## config.mk

```make
export PLATFORM = sky130hd
export DESIGN_NAME = seg_scan_ctrl_flat
export DESIGN_NICKNAME = d
export VERILOG_FILES = /design/src/rtl/seg_scan_if.sv /design/src/rtl/seg_scan_ctrl.sv /design/src/flat_wrapper.sv
export SDC_FILE = /design/constraint.sdc
export NUM_CORES = 1
export LEC_CHECK = 0
export CORE_MARGIN = 2
export CORE_UTILIZATION = 49
export CTS_CLUSTER_DIAMETER = 150
export CTS_CLUSTER_SIZE = 24
export DETAILED_ROUTE_END_ITERATION = 6
export PLACE_DENSITY = 0.71
export SLEW_MARGIN = 20
export SYNTH_ARGS = -nofsm -noshare
export SYNTH_HDL_FRONTEND = slang
export SYNTH_SLANG_ARGS = --single-unit
export TNS_END_PERCENT = 1
```

## constraint.sdc

```tcl
create_clock -name clk -period 2.55 [get_ports clk]
set_input_delay 0.3825 -clock clk [delete_from_list [all_inputs] [get_ports clk]]
set_output_delay 0.3825 -clock clk [all_outputs]
set_load 0.02 [all_outputs]
```

## src/rtl/seg_scan_if.sv

```systemverilog
// Bus between the game logic and the display scan controller.
// The game logic (master) posts BCD digits and the leading-zero enable;
// the controller (slave) returns the handshake pulses and the digit drive.
interface seg_scan_if #(
    parameter int NUM_DIGITS = 4
);
    logic [4*NUM_DIGITS-1:0] digits_in;
    logic                    load;
    logic                    lz_en;
    logic                    load_ack;
    logic                    frame_done;
    logic [3:0]              bcd;
    logic                    blank;
    logic [NUM_DIGITS-1:0]   an;

    modport master (
        output digits_in, load, lz_en,
        input  load_ack, frame_done, bcd, blank, an
    );

    modport slave (
        input  digits_in, load, lz_en,
        output load_ack, frame_done, bcd, blank, an
    );
endinterface

```

## src/rtl/seg_scan_ctrl.sv

```systemverilog
// Time-multiplexed scan controller for a common-anode seven-segment display.
// Each digit slot is PRESCALE clocks: BLANK_CYCLES with everything off, then
// the digit itself. New digits are staged and only copied into the visible
// shadow register at the end of a full scan, so a frame is never mixed.
// All outputs are registered and computed from the next-state values so that
// they line up with the state they describe.
module seg_scan_ctrl #(
    parameter int NUM_DIGITS   = 4,
    parameter int PRESCALE     = 1000,
    parameter int BLANK_CYCLES = 16
) (
    input  logic       clk,
    input  logic       rst_n,
    seg_scan_if.slave  bus
);

    localparam int CNT_W = $clog2(PRESCALE);
    localparam int IDX_W = $clog2(NUM_DIGITS);
    localparam int DW    = 4 * NUM_DIGITS;

    localparam logic [CNT_W-1:0] CNT_MAX    = CNT_W'(PRESCALE - 1);
    localparam logic [CNT_W-1:0] BLANK_LAST = CNT_W'(BLANK_CYCLES - 1);
    localparam logic [IDX_W-1:0] IDX_MAX    = IDX_W'(NUM_DIGITS - 1);

    typedef enum logic [0:0] {
        ST_BLANK = 1'b0,
        ST_SHOW  = 1'b1
    } state_t;

    // Digit k (k>0) is suppressed when it and every more significant digit are zero.
    function automatic logic [NUM_DIGITS-1:0] lz_mask(
        input logic [DW-1:0] digs,
        input logic          en
    );
        logic [NUM_DIGITS-1:0] m;
        logic                  nz;
        m  = '0;
        nz = 1'b0;
        for (int k = NUM_DIGITS - 1; k >= 0; k--) begin
            nz   = nz | (digs[4*k +: 4] != 4'd0);
            m[k] = en & (k != 0) & ~nz;
        end
        return m;
    endfunction

    state_t                state_q, state_d;
    logic [CNT_W-1:0]      cnt_q, cnt_d;
    logic [IDX_W-1:0]      idx_q, idx_d;
    logic [DW-1:0]         shadow_q, shadow_d;
    logic [DW-1:0]         staging_q, staging_d;
    logic                  pending_q, pending_d;
    logic [NUM_DIGITS-1:0] an_q, an_d;
    logic                  blank_q, blank_d;
    logic [3:0]            bcd_q, bcd_d;
    logic                  load_ack_q, load_ack_d;
    logic                  frame_done_q, frame_done_d;

    logic                  boundary_s;
    logic                  boundary_next_s;
    logic [NUM_DIGITS-1:0] supp_s;
    logic [3:0]            digit_s;

    // Next-state for scan position, staging/shadow handshake and output drive.
    always_comb begin
        state_d      = state_q;
        cnt_d        = cnt_q;
        idx_d        = idx_q;
        shadow_d     = shadow_q;
        staging_d    = staging_q;
        pending_d    = pending_q;
        an_d         = '1;
        blank_d      = 1'b1;
        bcd_d        = bcd_q;
        load_ack_d   = 1'b0;
        frame_done_d = 1'b0;

        boundary_s = (state_q == ST_SHOW) && (cnt_q == CNT_MAX) && (idx_q == IDX_MAX);

        if (cnt_q == CNT_MAX) begin
            cnt_d = '0;
        end else begin
            cnt_d = cnt_q + CNT_W'(1);
        end

        case (state_q)
            ST_BLANK: begin
                if (cnt_q == BLANK_LAST) begin
                    state_d = ST_SHOW;
                end else begin
                    state_d = ST_BLANK;
                end
            end
            ST_SHOW: begin
                if (cnt_q == CNT_MAX) begin
                    state_d = ST_BLANK;
                    if (idx_q == IDX_MAX) begin
                        idx_d = '0;
                    end else begin
                        idx_d = idx_q + IDX_W'(1);
                    end
                end else begin
                    state_d = ST_SHOW;
                end
            end
            default: begin
                state_d = ST_BLANK;
            end
        endcase

        // The boundary consumes the old staging before a same-cycle load refills it.
        if (boundary_s && pending_q) begin
            shadow_d = staging_q;
        end else begin
            shadow_d = shadow_q;
        end

        if (bus.load) begin
            staging_d = bus.digits_in;
            pending_d = 1'b1;
        end else if (boundary_s) begin
            staging_d = staging_q;
            pending_d = 1'b0;
        end else begin
            staging_d = staging_q;
            pending_d = pending_q;
        end

        boundary_next_s = (state_d == ST_SHOW) && (cnt_d == CNT_MAX) && (idx_d == IDX_MAX);
        supp_s          = lz_mask(shadow_d, bus.lz_en);
        digit_s         = shadow_d[{idx_d, 2'b00} +: 4];

        if (state_d == ST_SHOW) begin
            bcd_d = digit_s;
            if (!supp_s[idx_d]) begin
                an_d[idx_d] = 1'b0;
                blank_d     = 1'b0;
            end else begin
                blank_d = 1'b1;
            end
        end else begin
            bcd_d = bcd_q;
        end

        frame_done_d = boundary_next_s;
        load_ack_d   = boundary_next_s & pending_d;
    end

    // Scan state, handshake storage and registered outputs.
    always_ff @(posedge clk) begin
        if (!rst_n) begin
            state_q      <= ST_BLANK;
            cnt_q        <= '0;
            idx_q        <= '0;
            shadow_q     <= '0;
            staging_q    <= '0;
            pending_q    <= 1'b0;
            an_q         <= '1;
            blank_q      <= 1'b1;
            bcd_q        <= 4'd0;
            load_ack_q   <= 1'b0;
            frame_done_q <= 1'b0;
        end else begin
            state_q      <= state_d;
            cnt_q        <= cnt_d;
            idx_q        <= idx_d;
            shadow_q     <= shadow_d;
            staging_q    <= staging_d;
            pending_q    <= pending_d;
            an_q         <= an_d;
            blank_q      <= blank_d;
            bcd_q        <= bcd_d;
            load_ack_q   <= load_ack_d;
            frame_done_q <= frame_done_d;
        end
    end

    assign bus.an         = an_q;
    assign bus.blank      = blank_q;
    assign bus.bcd        = bcd_q;
    assign bus.load_ack   = load_ack_q;
    assign bus.frame_done = frame_done_q;

endmodule

```

## src/flat_wrapper.sv

```systemverilog
// flat-port wrapper written by rule: the top's interface ports become plain ports
module seg_scan_ctrl_flat 
#(
    parameter int NUM_DIGITS   = 4,
    parameter int PRESCALE     = 1000,
    parameter int BLANK_CYCLES = 16
)
  (clk, rst_n, bus_digits_in, bus_load, bus_lz_en, bus_load_ack, bus_frame_done, bus_bcd, bus_blank, bus_an);
  seg_scan_if #(.NUM_DIGITS(NUM_DIGITS)) bus_i ();
  input  logic clk;
  input  logic rst_n;
  input wire logic [$bits(bus_i.digits_in)-1:0] bus_digits_in;
  input wire logic [$bits(bus_i.load)-1:0] bus_load;
  input wire logic [$bits(bus_i.lz_en)-1:0] bus_lz_en;
  output wire logic [$bits(bus_i.load_ack)-1:0] bus_load_ack;
  output wire logic [$bits(bus_i.frame_done)-1:0] bus_frame_done;
  output wire logic [$bits(bus_i.bcd)-1:0] bus_bcd;
  output wire logic [$bits(bus_i.blank)-1:0] bus_blank;
  output wire logic [$bits(bus_i.an)-1:0] bus_an;
  assign bus_i.digits_in = bus_digits_in;
  assign bus_i.load = bus_load;
  assign bus_i.lz_en = bus_lz_en;
  assign bus_load_ack = bus_i.load_ack;
  assign bus_frame_done = bus_i.frame_done;
  assign bus_bcd = bus_i.bcd;
  assign bus_blank = bus_i.blank;
  assign bus_an = bus_i.an;
  seg_scan_ctrl #(.NUM_DIGITS(NUM_DIGITS), .PRESCALE(PRESCALE), .BLANK_CYCLES(BLANK_CYCLES)) u_core (.clk(clk), .rst_n(rst_n), .bus(bus_i));
endmodule
```

Word level (Yosys, flattened, before mapping)

Cells that the tools add are included.
Widths: inputs -> output; s select.

Add/subtract/negate cells: 2
Order comparisons: 2
Eq/ne operators: 5
Shift operators: 1
Muxes and demuxes: 15
Bitwise gates (word level): 13
Reduce and logical (&&, ||, !) cells: 11

Operators with widths:

| operator              | number |
|---|---|
| $eq 10x10->1 const B  | 2 |
| $mux 16               | 1 |
| $shiftx 16x5->4       | 1 |
| $reduce_bool 4->1     | 3 |
| $add 10x1->10 const B | 1 |
| $eq 10x4->1 const B   | 1 |
| $mux 10               | 1 |
| $mux 1                | 7 |
| $logic_and 1x1->1     | 6 |
| $mux 2                | 3 |
| $not 1->1             | 6 |
| $and 1x1->1           | 4 |
| $eq 2x2->1 const B    | 2 |
| $not 4->4             | 1 |
| $lt 2x3->1 const B    | 1 |
| $reduce_or 3->1       | 1 |
| $add 2x1->2 const B   | 1 |
| $bmux 1 s2            | 1 |
| $demux 1 s2           | 1 |
| $ge 2x1->1 const B    | 1 |
| $or 1x1->1            | 2 |
| $pmux 1 s2            | 1 |
| $reduce_and 2->1      | 1 |

Register bits: 57
Input port bits: 20
Logic and storage cells: 60

Logic depth before layout (Yosys ltp)

Word-level depth: 13
Depth in mapped cells: 9
Depth with buffers taken out: 8

Worst setup path before layout

No wires, ideal clock.

Kind: reg-to-reg
Start: register u_core.idx_q[0]
End: register u_core.bcd_q[1], in the netlist u_core.bus.bcd[1]
Library setup time: 120 ps
Arrival: 1712 ps
Slack: 718 ps
Stages on the path, launching flop included: 10
Buffers on the path: 2
Period minus slack after synthesis: 1832 ps
Cell sequence: dfxtp_1 -> ha_1 -> and3_1 -> and4_1 -> buf_2 -> buf_6 -> mux2i_4 -> mux2i_1 -> a22oi_1 -> nand2_1

Word-level cells in the longest chain between the ends: 5
Elaborated cells on any way between the ends: 9
Those cells by class: add/sub: 1; eq/ne: 1; shift: 1; mux: 4; reduce/logical: 2

Ends and longest elaborated chain:

| item                                        | line                                                          | text |
|---|---|---|
| start, declared                             | seg_scan_ctrl.sv:48                                           | `logic [IDX_W-1:0] idx_q, idx_d;` |
| start signal, assigned                      | seg_scan_ctrl.sv:165                                          | `idx_q <= idx_d;` |
| $add 2x1->2 or $eq 2x2->1 (tied branches)   | seg_scan_ctrl.sv:99, seg_scan_ctrl.sv:77, seg_scan_ctrl.sv:96 |  |
| $mux 2 or $logic_and 1x1->1 (tied branches) | seg_scan_ctrl.sv:96, seg_scan_ctrl.sv:77                      |  |
| $mux 2 or $logic_and 1x1->1 (tied branches) | seg_scan_ctrl.sv:94, seg_scan_ctrl.sv:111                     |  |
| $mux 2 or $mux 16 (tied branches)           | seg_scan_ctrl.sv:85, seg_scan_ctrl.sv:111                     |  |
| $shiftx 16x5->4 *                           | seg_scan_ctrl.sv:130                                          | `digit_s = shadow_d[{idx_d, 2'b00} +: 4];` |
| end signal, assigned                        | seg_scan_ctrl.sv:159                                          | `bcd_q <= 4'd0;` |
| end signal, assigned                        | seg_scan_ctrl.sv:171                                          | `bcd_q <= bcd_d;` |
| end, declared                               | seg_scan_ctrl.sv:54                                           | `logic [3:0] bcd_q, bcd_d;` |

Mark *: on every way between the ends. The rest lies on a longest branch, timed or not.
A chain may end at the register's enable or synchronous reset.

Final worst setup path

Start: register u_core.cnt_q[7]
End: register u_core.bcd_q[2], in the netlist u_core.bus.bcd[2]

Word-level cells in the longest chain between the ends: 6
Elaborated cells on any way between the ends: 12
Those cells by class: eq/ne: 2; shift: 1; mux: 6; reduce/logical: 3

Ends and longest elaborated chain:

| item                            | line                                     | text |
|---|---|---|
| start, declared                 | seg_scan_ctrl.sv:47                      | `logic [CNT_W-1:0] cnt_q, cnt_d;` |
| start signal, assigned          | seg_scan_ctrl.sv:164                     | `cnt_q <= cnt_d;` |
| $eq 10x10->1                    | seg_scan_ctrl.sv:77, seg_scan_ctrl.sv:94 |  |
| $logic_and 1x1->1 (2 in series) | seg_scan_ctrl.sv:77                      | `boundary_s = (state_q == ST_SHOW) && (cnt_q == CNT_MAX) && (idx_q == IDX_MAX);` |
| $logic_and 1x1->1               | seg_scan_ctrl.sv:111                     | `if (boundary_s && pending_q) begin` |
| $mux 16                         | seg_scan_ctrl.sv:111                     |  |
| $shiftx 16x5->4                 | seg_scan_ctrl.sv:130                     |  |

Several ways; a longest one is shown, not always the timed one.

==> impl.org <==
** Pwr
- Summed over all nets, the switching power comes to 0.398 mW.
- Of the total power, the share spent switching nets is 0.210.
- Power Internal :: 1.50 mW
- For this design the ratio of total power to cell area is 595 mW/mm^2.
- Clock Power Share :: 0.459
- Total Power Consumption :: 1.90 mW
- Leakage power of the design :: 1.26 nW
- Sequential group share of total power :: 0.489
- Relative contribution of combinational cells to total power :: 0.052
- Largest voltage drop on the vdd net :: 0.000542 V

** Setup path
- Crit-path cells :: and4_4, and4_1, buf_12, mux2i_1, mux2i_1, a22oi_1, nand2_1
- STA classifies the critical path endpoint as a register.
- The most numerous cell type found on the critical path is sky130_fd_sc_hd__mux2i_1.
- The worst setup path is launched from a register.
- Category of the critical setup timing path :: register to register
- For this run, the slowest stage of the critical path takes 0.47 ns.
- Worst r2r path cells :: 7
- For flop-to-flop paths, the worst setup slack is 0.33 ns.
- Reg-to-reg startpoint :: u_core.cnt_q[7]
- Data arrives at the worst endpoint at 2.45 ns.
- At the worst endpoint, the required time is 2.77 ns.
- Maximum net fanout on the critical path :: 20
- In this run the critical register-to-register path is captured at u_core.bus.bcd[2].
- Cell with the biggest individual delay on the critical path :: sky130_fd_sc_hd__dfxtp_1

** CTS
- The tree is rooted in a sky130_fd_sc_hd__clkbuf_8.
- In this run the deepest clock path goes through 2 buffers.
- CTS Hold Buffers Added :: 0
- TritonCTS created 9 clock buffers.
- Post-CTS resize count :: 0
- In this run the number of H-tree levels came out at 3.
- Clock-pin slew was measured on the worst setup and hold paths at 0.07 ns.
- The later pin in the worst-skew pair is clocked with a latency of 0.34 ns.
- TritonCTS built the clock tree.
- The tree built by TritonCTS fans out to 57 sinks.
- Once the clock tree was built, the setup fixing pass inserted 0 buffers.

** Detailed routing
- Post-route antenna net violation count :: 0
- The first routing iteration left 111 violations.
- For this block, the via count after detailed routing is 1851.
- After detailed routing, the number of remaining DRC violations is 0.
- Average vias per placed instance :: 5.18
- The first detailed-routing pass took 4 iterations.
- The final layout contains routed wiring with a total length of 5040 um.
- Dividing the detail-routed wire length by the instance count gives 14.1 um.

** Run status
- The flow ran to the end, and the final reports show no timing, DRC or antenna violations.

** Synthesis
- The number of nets handed over by synthesis was 271.
- Post-Syn Area per Cell :: 10.5 um^2
- In this run, distinct cell masters in the synthesized netlist total 46.
- Synthesis inferred 57 register bits.
- Cells after Synth :: 248
- The share of the Yosys chip area taken by registers is 0.436.
- For this run, the number of Yosys warnings is 0.
- The mapped netlist covers 0.00262 mm^2.

** Final layout
- For this run, the post-layout net count is 305.
- At the end of the flow the core is filled with cells to 0.621.
- N_diodes :: 0
- Most common cell after layout, fill and taps aside :: sky130_fd_sc_hd__dfxtp_1
- Area added between synthesis and finish :: 22.2%
- Total non-filler cell area in the finished layout :: 0.00319 mm^2
- In the final layout, the share of cells above drive strength 1 is 0.129.
- Commonest non-fill, non-tap cells in the layout :: sky130_fd_sc_hd__dfxtp_1 (57), sky130_fd_sc_hd__mux2i_1 (39), sky130_fd_sc_hd__nor2b_1 (38), sky130_fd_sc_hd__clkdlybuf4s50_1 (30), sky130_fd_sc_hd__nand2_1 (13)

** STA
- In the finished design, the share of the clock period the worst path needs comes to 0.871.
- Setup violations remaining at the end of the flow were counted as 0.
- Upper clock frequency limit :: 0.450 GHz
- The tightest hold path in the finished design has a slack of 0.451 ns.
- The final-report max-slew violation count is 0.
- Setup total negative slack on the finished layout was measured at 0 ns.
- Count of endpoints failing hold in the final timing report :: 0
- Unrepaired setup endpoints after global routing :: no
- Slew at the pin with the worst max-slew slack :: 0.522 ns
- Measured against its own limit, the worst slew margin works out to 0.651.
- The routed design could run at a clock period as short as 2.22 ns.
- The clock arrives with 0.0117 ns of skew.

** Min path
- The worst hold path terminates at u_core.bus.bcd[1].
- The min-delay analysis places its worst path in the category register to register.
- In this run the most critical hold path is launched from u_core.bus.bcd[1].
- Worst hold stages :: 2

** GRT
- First-pass GRT wire length :: 8930 um
- Largest net degree at the start of global routing :: 23
- Initial antenna violation count :: 0
- Gr usage total :: 0.194
- The total overflow left after global routing is 0.
- The number of global-route vias before repair came to 1863.

** Floorplan
- The initial utilization of the core area, before any placement, comes to 0.509.
- The die is 77.1 um tall.
- Die X-Extent :: 77.1 um
- Total Die Area :: 0.00594 mm^2
- 31 I/O pins were placed.
- After floorplanning, the core was sized to cover 0.00514 mm^2.
- Row Count :: 26

** Place
- Detailed placement ended at an HPWL of 3720 um.
- Input and output buffers added on the ports amount to 30.
- Cell area reported after detailed placement :: 0.00299 mm^2
- The congestion estimate from routability-driven global placement came to 0.831.

** Job
- Max-cap violations :: 0
## area by class of cell
cell class	instances	area, um^2
clock inverter	2	35.0
inverter	3	13.8
clock buffer	14	173
tap	70	87.6
sequential	57	1140
timing repair buffer	37	365
fill	449	1950
multi-input combinational	174	1380
## metrics by stage
stage               setup WS [ns]  instances
floorplan                   0.718        248
global placement            0.376        341
detailed placement          0.363        341
CTS                         0.331        357
global route                0.147        357
finish                      0.328        357
## power by group through the flow
stage	Sequential [mW]	Combinational, mW	Clock, mW
2_1_floorplan	0.942	0.0563	0
3_3_place_gp	0.948	0.0976	0
3_5_place_dp	0.948	0.0990	0
4_1_cts	0.929	0.0996	0.891
5_1_grt	0.931	0.109	0.938
6_report	0.929	0.0984	0.872
## sequential cells by signal, summed over array words and instances, names as in the netlist
name / count
u_core.shadow_q: 16
u_core.staging_q: 16
u_core.cnt_q: 10
u_core.bus.an: 4
u_core.bus.bcd: 4
u_core.idx_q: 2
u_core.bus.blank: 1
u_core.bus.frame_done: 1
u_core.bus.load_ack: 1
u_core.pending_q: 1
u_core.state_q: 1
## Yosys cell counts (all sizes together)
master | instances | area, um^2
dfxtp | 57 | 1140
mux2i | 42 | 458
nor2b | 38 | 238
nand2 | 13 | 48.8
nand3 | 12 | 60.1
nor2 | 12 | 45.0
clkbuf | 8 | 30.0
buf | 6 | 51.3
a22oi | 5 | 51.3
xor2 | 5 | 43.8
a21oi | 4 | 20.0
nand4 | 4 | 55.1
o21ai | 4 | 20.0
and2 | 3 | 18.8
and3 | 3 | 18.8
and4 | 3 | 28.8
ha | 3 | 37.5
inv | 3 | 13.8
nor4 | 3 | 33.8
or4 | 3 | 26.3
a31oi | 2 | 18.8
nor3 | 2 | 21.3
xnor2 | 2 | 17.5
a32o | 1 | 10.0
and3b | 1 | 8.76
and4b | 1 | 10.0
and4bb | 1 | 16.3
nand2b | 1 | 13.8
nand3b | 1 | 7.51
nor3b | 1 | 12.5
o2111ai | 1 | 8.76
o221ai | 1 | 15.0
o41ai | 1 | 8.76
or3 | 1 | 6.26
## layer usage
| metal | vias to the layer above | part of all wire | global-route usage |
|---|---|---|---|
| li1 | 943 | - | - |
| met1 | 868 | 0.48 | 0.246 |
| met2 | 32 | 0.46 | 0.296 |
| met3 | 8 | 0.036 | 0.0659 |
| met4 | 0 | 0.020 | 0.0946 |
| met5 | - | 0 | 0 |
## how the worst max path moves through the flow
stage | start | to | slack [ns] | cells after the start
2_1_floorplan | u_core.idx_q[0] | u_core.bus.bcd[1] | 0.72 | 9
6_report | u_core.cnt_q[7] | u_core.bus.bcd[2] | 0.33 | 7
5_1_grt | u_core.cnt_q[7] | u_core.bus.bcd[2] | 0.15 | 7
4_1_cts | u_core.cnt_q[7] | u_core.bus.bcd[2] | 0.33 | 7
3_3_place_gp | u_core.cnt_q[7] | u_core.bus.bcd[2] | 0.38 | 7
3_5_place_dp | u_core.cnt_q[7] | u_core.bus.bcd[2] | 0.36 | 7
## cell families (layout without fill, tap and decap cells)
logic type / Yosys count / count (layout) / synth area share
AND/OR/NAND/NOR: 103 / 103 / 0.256
flip-flops: 57 / 57 / 0.436
AO/OA/AOI/OAI: 19 / 19 / 0.0584
buffers and inverters: 17 / 56 / 0.0364
XOR/XNOR: 7 / 7 / 0.0234
adder cells (fa/ha/maj): 3 / 3 / 0.0144
multiplexers: 42 / 42 / 0.175
## worst max-delay path: cells and delay by family, from the launching register on
family                 cells  cell delay (ns)
and+or+nand+nor            3             0.76
DFF                        1             0.47
muxes                      2             0.45
buffers and inverters      1             0.21
AOI/OAI and AO/OA          1             0.20
(Power assumes the default switching activity.)
==> edit: new RTL, config.mk and constraints unchanged <==
`NUM_DIGITS` is set to 4 in 3 places; all go to 2.
--- a/src/rtl/seg_scan_if.sv
+++ b/src/rtl/seg_scan_if.sv
@@ -2,7 +2,7 @@
 // The game logic (master) posts BCD digits and the leading-zero enable;
 // the controller (slave) returns the handshake pulses and the digit drive.
 interface seg_scan_if #(
-    parameter int NUM_DIGITS = 4
+    parameter int NUM_DIGITS = 2
 );
     logic [4*NUM_DIGITS-1:0] digits_in;
     logic                    load;
--- a/src/rtl/seg_scan_ctrl.sv
+++ b/src/rtl/seg_scan_ctrl.sv
@@ -5,7 +5,7 @@
 // All outputs are registered and computed from the next-state values so that
 // they line up with the state they describe.
 module seg_scan_ctrl #(
-    parameter int NUM_DIGITS   = 4,
+    parameter int NUM_DIGITS   = 2,
     parameter int PRESCALE     = 1000,
     parameter int BLANK_CYCLES = 16
 ) (
--- a/src/flat_wrapper.sv
+++ b/src/flat_wrapper.sv
@@ -1,7 +1,7 @@
 // flat-port wrapper written by rule: the top's interface ports become plain ports
 module seg_scan_ctrl_flat 
 #(
-    parameter int NUM_DIGITS   = 4,
+    parameter int NUM_DIGITS   = 2,
     parameter int PRESCALE     = 1000,
     parameter int BLANK_CYCLES = 16
 )
Interface: changed (resized bus_an and bus_digits_in); port bits go from 31 to 21. The function was not compared with the original's and may differ.
==> edit against the original RTL <==
  * Hold slack better by 0.037 ns
  * Total power down 38%
  * Area after synthesis down 31%
  * Clock power down 42%
  * Sequential cell count down 19
  * Setup slack better by 0.13 ns
  * Sequential power down 33%
  * Global-route usage down 0.093 points
  * Wire length down 28%
  * Cell area down 33%
  * Utilization down 2.4 points
==> edit: results <==
layout:
  reg_top3: "u_core.cnt_q: 10 flops, u_core.shadow_q: 8 flops, u_core.staging_q: 8 flops"
  layout.nets: 217
  fillers: 328
  multi_input_cells: 133
  clkCellAreaFrac_pct: 4.94
  postLayoutCoreUtil_pct: 59.8
  buf_share_pct: 10.3
  n_all_inverters: 2
  multi_input_area_share_pct: 46.3
routing:
  vias_per_cell: 5.42
  drt_iter0_drc: 74
  drt-wirelength-per-cell_um: 14.5
place:
  dpl_cell_area_mm2: 0.00205
  port-buffer-count: 20
  post-place-ws_ns: 0.447
  hpwl_mm: 2.63
setup_path:
  worst-path-max-fanout: 7
  worstPathArrival_ns: 2.26
  rr_worst_depth: 6
  reg2reg_slack_ns: 0.46
  timing.rr.start: "u_core.cnt_q[1]"
synth:
  synthTopCellsByCount: "dfxtp_1, mux2i_1, nor2b_1"
  ys_types: 39
  synth_area_leaders: "dfxtp_1, mux2i_1, nor2b_1"
  syn_nets: 196
  syn_inst: 182
global_route:
  grt_util_all_layers_pct: 19.3
  grt_max_degree: 21
power_and_ir_drop:
  irDropWorstVdd_mv: 0.424
  cell_internal_pwr_uw: 933
  leakage_uw: 0.000826
sta:
  fin_worst_skew_ns: 0.00839
  holdWs_ns: 0.488
  tightest_slew_ns: 0.543
status:
  status: "completed"
clock_tree:
  clk-insertion-delay-late_ns: 0.29
  cts_buffers: 5
  cts-htree-levels: 2
  clock_sinks: 38
hold_path:
  hold_depth: 1
  holdPathEnd: "u_core.cnt_q[0]"
  hp-start: "u_core.cnt_q[0]"
die:
  fp.dieArea_mm2: 0.00418
## edit: cells by family (layout without fill, tap and decap cells)
group	count (synthesis)	count (layout)	share of synthesized area, %
compound gates	17	17	6.94
xor+xnor	7	7	3.40
fa+ha+maj	2	2	1.39
buf+inv	11	33	2.50
flops	38	38	42.2
mux	30	30	16.9
simple gates	77	77	26.7
## edit: how the worst max path moves through the flow
stage / slack [ns] / startpoint / cells after the start / to
after global placement: 0.59 / u_core.cnt_q[0] / 6 / u_core.bus.blank
after global routing: 0.27 / u_core.cnt_q[1] / 6 / u_core.bus.blank
after CTS: 0.44 / u_core.cnt_q[0] / 6 / u_core.bus.blank
final: 0.46 / u_core.cnt_q[1] / 6 / u_core.bus.blank
after floorplan: 0.72 / u_core.cnt_q[6] / 6 / u_core.bus.load_ack
after detailed placement: 0.45 / u_core.cnt_q[0] / 6 / u_core.bus.blank
## edit: power groups by stage
stage	clock [uW]	combinational, uW	sequential, uW
2_1_floorplan	0	33.7	628
3_3_place_gp	0	56.4	630
3_5_place_dp	0	58.9	631
4_1_cts	515	59.3	617
5_1_grt	542	65.1	619
6_report	508	58.9	618
## edit: per-layer routing
metal | global-route usage (%) | up-vias | share of wire [%]
li1 | - | 685 | -
met1 | 24.4 | 641 | 46
met2 | 30.7 | 37 | 48
met3 | 5.73 | 4 | 4.7
met4 | 8.24 | 0 | 1.1
met5 | 0 | - | 0
## edit: critical path: stages (launching register included)
cell	delay (ns)
dfxtp_1	0.39
ha_1	0.29
and4bb_2	0.31
nand4_1	0.36
nor4b_1	0.28
o21ai_0	0.22
o21ai_0	0.11
